[config.mk]
export PLATFORM = sky130hd
export DESIGN_NAME = modexp_param
export DESIGN_NICKNAME = d
export VERILOG_FILES = /design/src/rtl/dh_pkg.sv /design/src/rtl/mod_mult_interleaved.sv /design/src/rtl/modexp_param.sv
export SDC_FILE = /design/constraint.sdc
export NUM_CORES = 2
export LEC_CHECK = 0
export ABC_AREA = 1
export ABC_CLOCK_PERIOD_IN_PS = 76200
export CAP_MARGIN = 10
export CORE_UTILIZATION = 35
export DETAILED_ROUTE_END_ITERATION = 12
export PLACE_DENSITY = 0.55
export SETUP_SLACK_MARGIN = 0.15
export SKIP_CTS_REPAIR_TIMING = 1
export SLEW_MARGIN = 25
export SYNTH_ARGS = -nofsm -noshare
export SYNTH_HDL_FRONTEND = slang
export SYNTH_SLANG_ARGS = --single-unit
[constraint.sdc]
create_clock -name clk -period 76.2 [get_ports clk]
set_input_delay 19.05 -clock clk [delete_from_list [all_inputs] [get_ports clk]]
set_output_delay 19.05 -clock clk [all_outputs]
set_load 0.005 [all_outputs]
[src/rtl/dh_pkg.sv]
// dh_pkg: shared constants and FSM state encoding for the modular exponentiation datapath.
package dh_pkg;

    localparam int DH_W  = 100;
    localparam int DH_EW = 101;

    typedef enum logic [2:0] {
        IDLE,
        PREP,
        MUL,
        SQR,
        NEXT,
        DONE
    } modexp_state_t;

endpackage

[src/rtl/mod_mult_interleaved.sv]
// mod_mult_interleaved: y = a*b mod p, MSB-first interleaved shift-add with two
// conditional subtracts per step, so no full product or divider is ever built.
// b must already be reduced below p; a may hold any W-bit value.
module mod_mult_interleaved
    import dh_pkg::*;
#(
    parameter int W = DH_W
) (
    input  logic         clk,
    input  logic         rst,
    input  logic         start,
    input  logic [W-1:0] a,
    input  logic [W-1:0] b,
    input  logic [W-1:0] p,
    output logic         busy,
    output logic         done,
    output logic [W-1:0] y
);

    localparam int CW = $clog2(W + 1);

    logic [W-1:0] a_sh;
    logic [W-1:0] b_reg;
    logic [W-1:0] p_reg;
    logic [W+1:0] acc;
    logic [CW-1:0] cnt;
    logic [W+1:0] p_ext;
    logic [W+1:0] dbl_add;
    logic [W+1:0] sub1;
    logic [W+1:0] sub2;

    // One interleaved step: double, add b if the current a bit is set, then pull back below p.
    always_comb begin
        p_ext   = {2'b00, p_reg};
        dbl_add = (acc << 1) + (a_sh[W-1] ? {2'b00, b_reg} : '0);
        sub1    = (dbl_add >= p_ext) ? (dbl_add - p_ext) : dbl_add;
        sub2    = (sub1 >= p_ext) ? (sub1 - p_ext) : sub1;
    end

    assign y = acc[W-1:0];

    // Load operands on start, then walk the W bits of a; done pulses with the last step.
    always_ff @(posedge clk or posedge rst) begin
        if (rst) begin
            a_sh  <= '0;
            b_reg <= '0;
            p_reg <= '0;
            acc   <= '0;
            cnt   <= '0;
            busy  <= 1'b0;
            done  <= 1'b0;
        end else begin
            done <= 1'b0;
            if (start && !busy) begin
                a_sh  <= a;
                b_reg <= b;
                p_reg <= p;
                acc   <= '0;
                cnt   <= CW'(W);
                busy  <= 1'b1;
            end else if (busy) begin
                acc  <= sub2;
                a_sh <= a_sh << 1;
                cnt  <= cnt - CW'(1);
                if (cnt == CW'(1)) begin
                    busy <= 1'b0;
                    done <= 1'b1;
                end
            end
        end
    end

endmodule

[src/rtl/modexp_param.sv]
// modexp_param: result = base^exp mod prime, right-to-left square-and-multiply
// on top of the interleaved modular multiplier, with an optional constant-time mode.
module modexp_param
    import dh_pkg::*;
#(
    parameter int W          = DH_W,
    parameter int EW         = DH_EW,
    parameter int CONST_TIME = 1
) (
    input  logic          clk,
    input  logic          rst,
    input  logic          start,
    input  logic [W-1:0]  base,
    input  logic [EW-1:0] exp_in,
    input  logic [W-1:0]  prime,
    output logic          busy,
    output logic          done,
    output logic [W-1:0]  result,
    output logic          err
);

    localparam int IW = $clog2(EW + 1);
    localparam logic [IW-1:0] LAST_IDX = IW'(EW);

    modexp_state_t state;

    logic [W-1:0]  base_reg;
    logic [EW-1:0] exp_reg;
    logic [W-1:0]  prime_reg;
    logic [W-1:0]  r_reg;
    logic [W-1:0]  b_reg;
    logic [IW-1:0] idx;

    logic          mm_start;
    logic [W-1:0]  mm_a;
    logic [W-1:0]  mm_b;
    logic          mm_busy;
    logic          mm_done;
    logic [W-1:0]  mm_y;
    logic          mm_finished;

    logic [IW-1:0] sel_idx;
    logic [EW-1:0] rem;
    logic          cur_bit;
    logic          at_end;
    logic          do_mul;

    mod_mult_interleaved #(
        .W (W)
    ) u_mm (
        .clk   (clk),
        .rst   (rst),
        .start (mm_start),
        .a     (mm_a),
        .b     (mm_b),
        .p     (prime_reg),
        .busy  (mm_busy),
        .done  (mm_done),
        .y     (mm_y)
    );

    assign mm_finished = mm_done && !mm_busy;

    // Operand routing: PREP reduces base via base*1, MUL forms R*B, SQR forms B*B.
    always_comb begin
        mm_a = r_reg;
        mm_b = b_reg;
        case (state)
            PREP:    begin mm_a = base_reg; mm_b = W'(1); end
            SQR:     mm_a = b_reg;
            default: ;
        endcase
    end

    // Bit-advance decision, evaluated on the completing edge so stepping to the next bit costs no cycle.
    always_comb begin
        sel_idx = idx;
        if (state == PREP) begin
            sel_idx = '0;
        end else if (state == SQR) begin
            sel_idx = idx + IW'(1);
        end
        rem     = exp_reg >> sel_idx;
        cur_bit = rem[0];
        at_end  = (sel_idx == LAST_IDX) || ((CONST_TIME == 0) && (rem == '0));
        do_mul  = (CONST_TIME != 0) || rem[0];
    end

    // Main FSM: latch operands, issue one multiply per state, publish R on completion.
    always_ff @(posedge clk or posedge rst) begin
        if (rst) begin
            state     <= IDLE;
            busy      <= 1'b0;
            done      <= 1'b0;
            result    <= '0;
            err       <= 1'b0;
            base_reg  <= '0;
            exp_reg   <= '0;
            prime_reg <= '0;
            r_reg     <= '0;
            b_reg     <= '0;
            idx       <= '0;
            mm_start  <= 1'b0;
        end else begin
            done     <= 1'b0;
            mm_start <= 1'b0;
            case (state)
                IDLE: begin
                    if (start) begin
                        base_reg  <= base;
                        exp_reg   <= exp_in;
                        prime_reg <= prime;
                        idx       <= '0;
                        err       <= 1'b0;
                        busy      <= 1'b1;
                        mm_start  <= (prime != '0);
                        state     <= PREP;
                    end
                end
                PREP: begin
                    if (prime_reg == '0) begin
                        r_reg <= '0;
                        state <= DONE;
                    end else if (mm_finished) begin
                        b_reg <= mm_y;
                        r_reg <= (prime_reg == W'(1)) ? '0 : W'(1);
                        if (at_end) begin
                            state <= DONE;
                        end else begin
                            mm_start <= 1'b1;
                            state    <= do_mul ? MUL : SQR;
                        end
                    end
                end
                MUL: begin
                    if (mm_finished) begin
                        if (cur_bit) begin
                            r_reg <= mm_y;
                        end
                        mm_start <= 1'b1;
                        state    <= SQR;
                    end
                end
                SQR: begin
                    if (mm_finished) begin
                        b_reg <= mm_y;
                        idx   <= idx + IW'(1);
                        if (at_end) begin
                            state <= DONE;
                        end else begin
                            mm_start <= 1'b1;
                            state    <= do_mul ? MUL : SQR;
                        end
                    end
                end
                DONE: begin
                    result <= r_reg;
                    err    <= (prime_reg == '0);
                    done   <= 1'b1;
                    busy   <= 1'b0;
                    state  <= IDLE;
                end
                default: state <= IDLE;
            endcase
        end
    end

endmodule
==> metrics.yaml <==
final_hold_viol_count: 0
htree_num_levels: 3
cts-root-buf: "clkbuf_16"
design_area_sq_mm: 0.0803
worstReg2RegEnd: "u_mm.acc[38]$_DFFE_PP0P_"
post_drt_wl_per_cell_microns: 23.7
area_growth_pct: 14.9
setup_viol: 0
clk_pin_slew_worst_paths_ps: 60
synth_area_sq_mm: 0.0699
fin_crit_sh_pct: 28.8
fin_tns_setup_ps: 0
final_common_cell: "nand2_1"
dieArea_sq_mm: 0.202
gp_congestion: 1.07
ys_types: 59
final_cells: 13300
syn_nets: 10900
grt_pass1_wl_microns: 457000
synth_compound_area_share_pct: 16.6
grt_setup_unrepaired: "no"
ys_seq_area_share_pct: 36.7
critPathKind: "input pin to asynchronous set/reset pin"
synth-simple-area-share_pct: 27.4
period_needed_ps: 21920
dp_hpwl_microns: 256000
yosysWarningCount: 0
setup_slack_ps: 54280
cts_sinks: 1025
finClkSkew_ps: 86.5
syn-instance-count: 10300
portBuffers: 406
critPathLaunchType: "input pin"
async_reset_ff_share_pct: 100
io-pin-count: 407
maxCapViolations: 0
synth_edf_count: 0
synth-seq-cells: 1025
worst_hold_path_type: "register to register"
finalWirelength_microns: 315000
initial_core_util_pct: 35.3
firstDrtPassIters: 6
rows: 163
die_h_microns: 449
leakage_nw: 40.9
tightestPinTransition_ps: 1130
synth_fa_ha_area_share_pct: 5.51
dp_cells: 13100
core_sq_mm: 0.198
r2r_cells: 44
total_power_mw: 2.42
worstPathMaxFanout: 166
ant_nets: 0
multi_input_area_sq_mm: 0.0370
avgSynthCellArea_sq_um: 6.76
clk_path_buf_depth: 3
final_cell_mix: "nand2_1, inv_1, dfrtp_1, o21ai_0, nor2_1"
r2r_slack_ps: 62530
fill_cells: 21200
drt_iter0_drc: 6793
die_x_microns: 449
cp.required_ps: 76870
tritoncts: "yes"
fin_nets: 11200
status: "completed"
grt_pass1_vias: 68200
synth-xor-area-share_pct: 3.23
vias_per_cell: 5.29
drive_gt1_share_pct: 3.02
pre_cts_ws_ps: 53370
startpoint: "rst"
finalMaxSlewViolations: 0
synth_mux_area_share_pct: 0.0143
seqCellArea_sq_mm: 0.0257
max_freq_mhz: 45.6
antenna_found_initial: 8
clkLatencyLatePin_ps: 820
num_vias: 70300
end_kind: "asynchronous set/reset pin"
grt_remaining_overflow: 0
fin_util_pct: 40.6
reg2reg_from: "u_mm.a_sh[99]$_DFFE_PP0P_"
grt_max_degree: 180
powerDensity_mw_per_mm2: 30.2
crit_arrival_ps: 22590
max_slew_margin_pct: 24.2
grt_use_total_pct: 30.4
ir_worst_vdd_v: 0.0000201
hold_ws_ps: 472
synthFlopType: "dfrtp_1"
post_dp_cell_area_sq_mm: 0.0764
setup.worst_path.end: "u_mm.busy$_DFF_PP0_"
cts_made_buffers: 111
synth_top_family_by_area: "simple AND/OR/NAND/NOR gates"
drc: 0
## power breakdown
group | total (mW) | internal (mW) | switching [mW] | leakage [nW]
combinational | 1.11 | 0.314 | 0.796 | 25.4
sequential | 0.741 | 0.671 | 0.0694 | 13.6
clock | 0.573 | 0.333 | 0.240 | 1.90
total | 2.42 | 1.32 | 1.10 | 40.9
## cell families after synthesis
| family | count (synthesis) |
|---|---|
| compound gates | 2102 |
| xor+xnor | 258 |
| buf+inv | 1911 |
| mux | 1 |
| flops | 1025 |
| simple gates | 4735 |
| fa+ha+maj | 306 |
## synthesized netlist by cell type, types with 50 or more instances
cell type / instances / area [sq um]
xor2_1: 133 / 1160
o21bai_1: 79 / 593
nand3b_1: 50 / 375
xnor2_1: 125 / 1090
dfrtp_1: 1025 / 25600
buf_2: 56 / 280
nand2_1: 3003 / 11300
nor2_1: 918 / 3450
o22ai_1: 101 / 632
nand4_1: 71 / 444
inv_1: 1513 / 5680
a22oi_1: 58 / 435
clkbuf_1: 258 / 968
nor3_1: 61 / 305
o21ai_0: 1018 / 5090
nand3_1: 549 / 2750
a21oi_1: 584 / 2920
ha_1: 303 / 3790
## critical path, stage by stage
cell	delay (ps)
clkdlybuf4s50_1	490
inv_8	460
buf_4	710
buf_12	690
buf_4	850
## area by class of cell
type	count	area share (%)
multi-input cells	7402	46.1
diodes	3	0.00935
clock buffers	156	3.98
inverters	1531	7.19
flip-flops and latches	1025	31.9
well taps	2640	4.11
clock inverters	45	0.838
repair buffers	485	5.85
## how the worst min path moves through the flow
stage	start	end	slack (ps)	cells after the start
global route	r_reg[2]$_DFFE_PP0P_	r_reg[2]$_DFFE_PP0P_	480	2
finish	result[7]$_DFFE_PP0P_	result[7]$_DFFE_PP0P_	470	2
CTS	u_mm.acc[1]$_DFFE_PP0P_	b_reg[1]$_DFFE_PP0P_	470	2
floorplan	r_reg[0]$_DFFE_PP0P_	r_reg[0]$_DFFE_PP0P_	440	2
global placement	r_reg[48]$_DFFE_PP0P_	r_reg[48]$_DFFE_PP0P_	450	2
detailed placement	result[7]$_DFFE_PP0P_	result[7]$_DFFE_PP0P_	460	2
## routing by layer
metal  vias up  global-route usage, %  wire length, microns
li1      33600                      -                     -
met5         -                      0                     0
met2      2383                   46.5                137000
met4         0                   10.4                 11800
met3       379                   3.45                 18600
met1     34000                   44.3                148000
(Power assumes the default switching activity.)
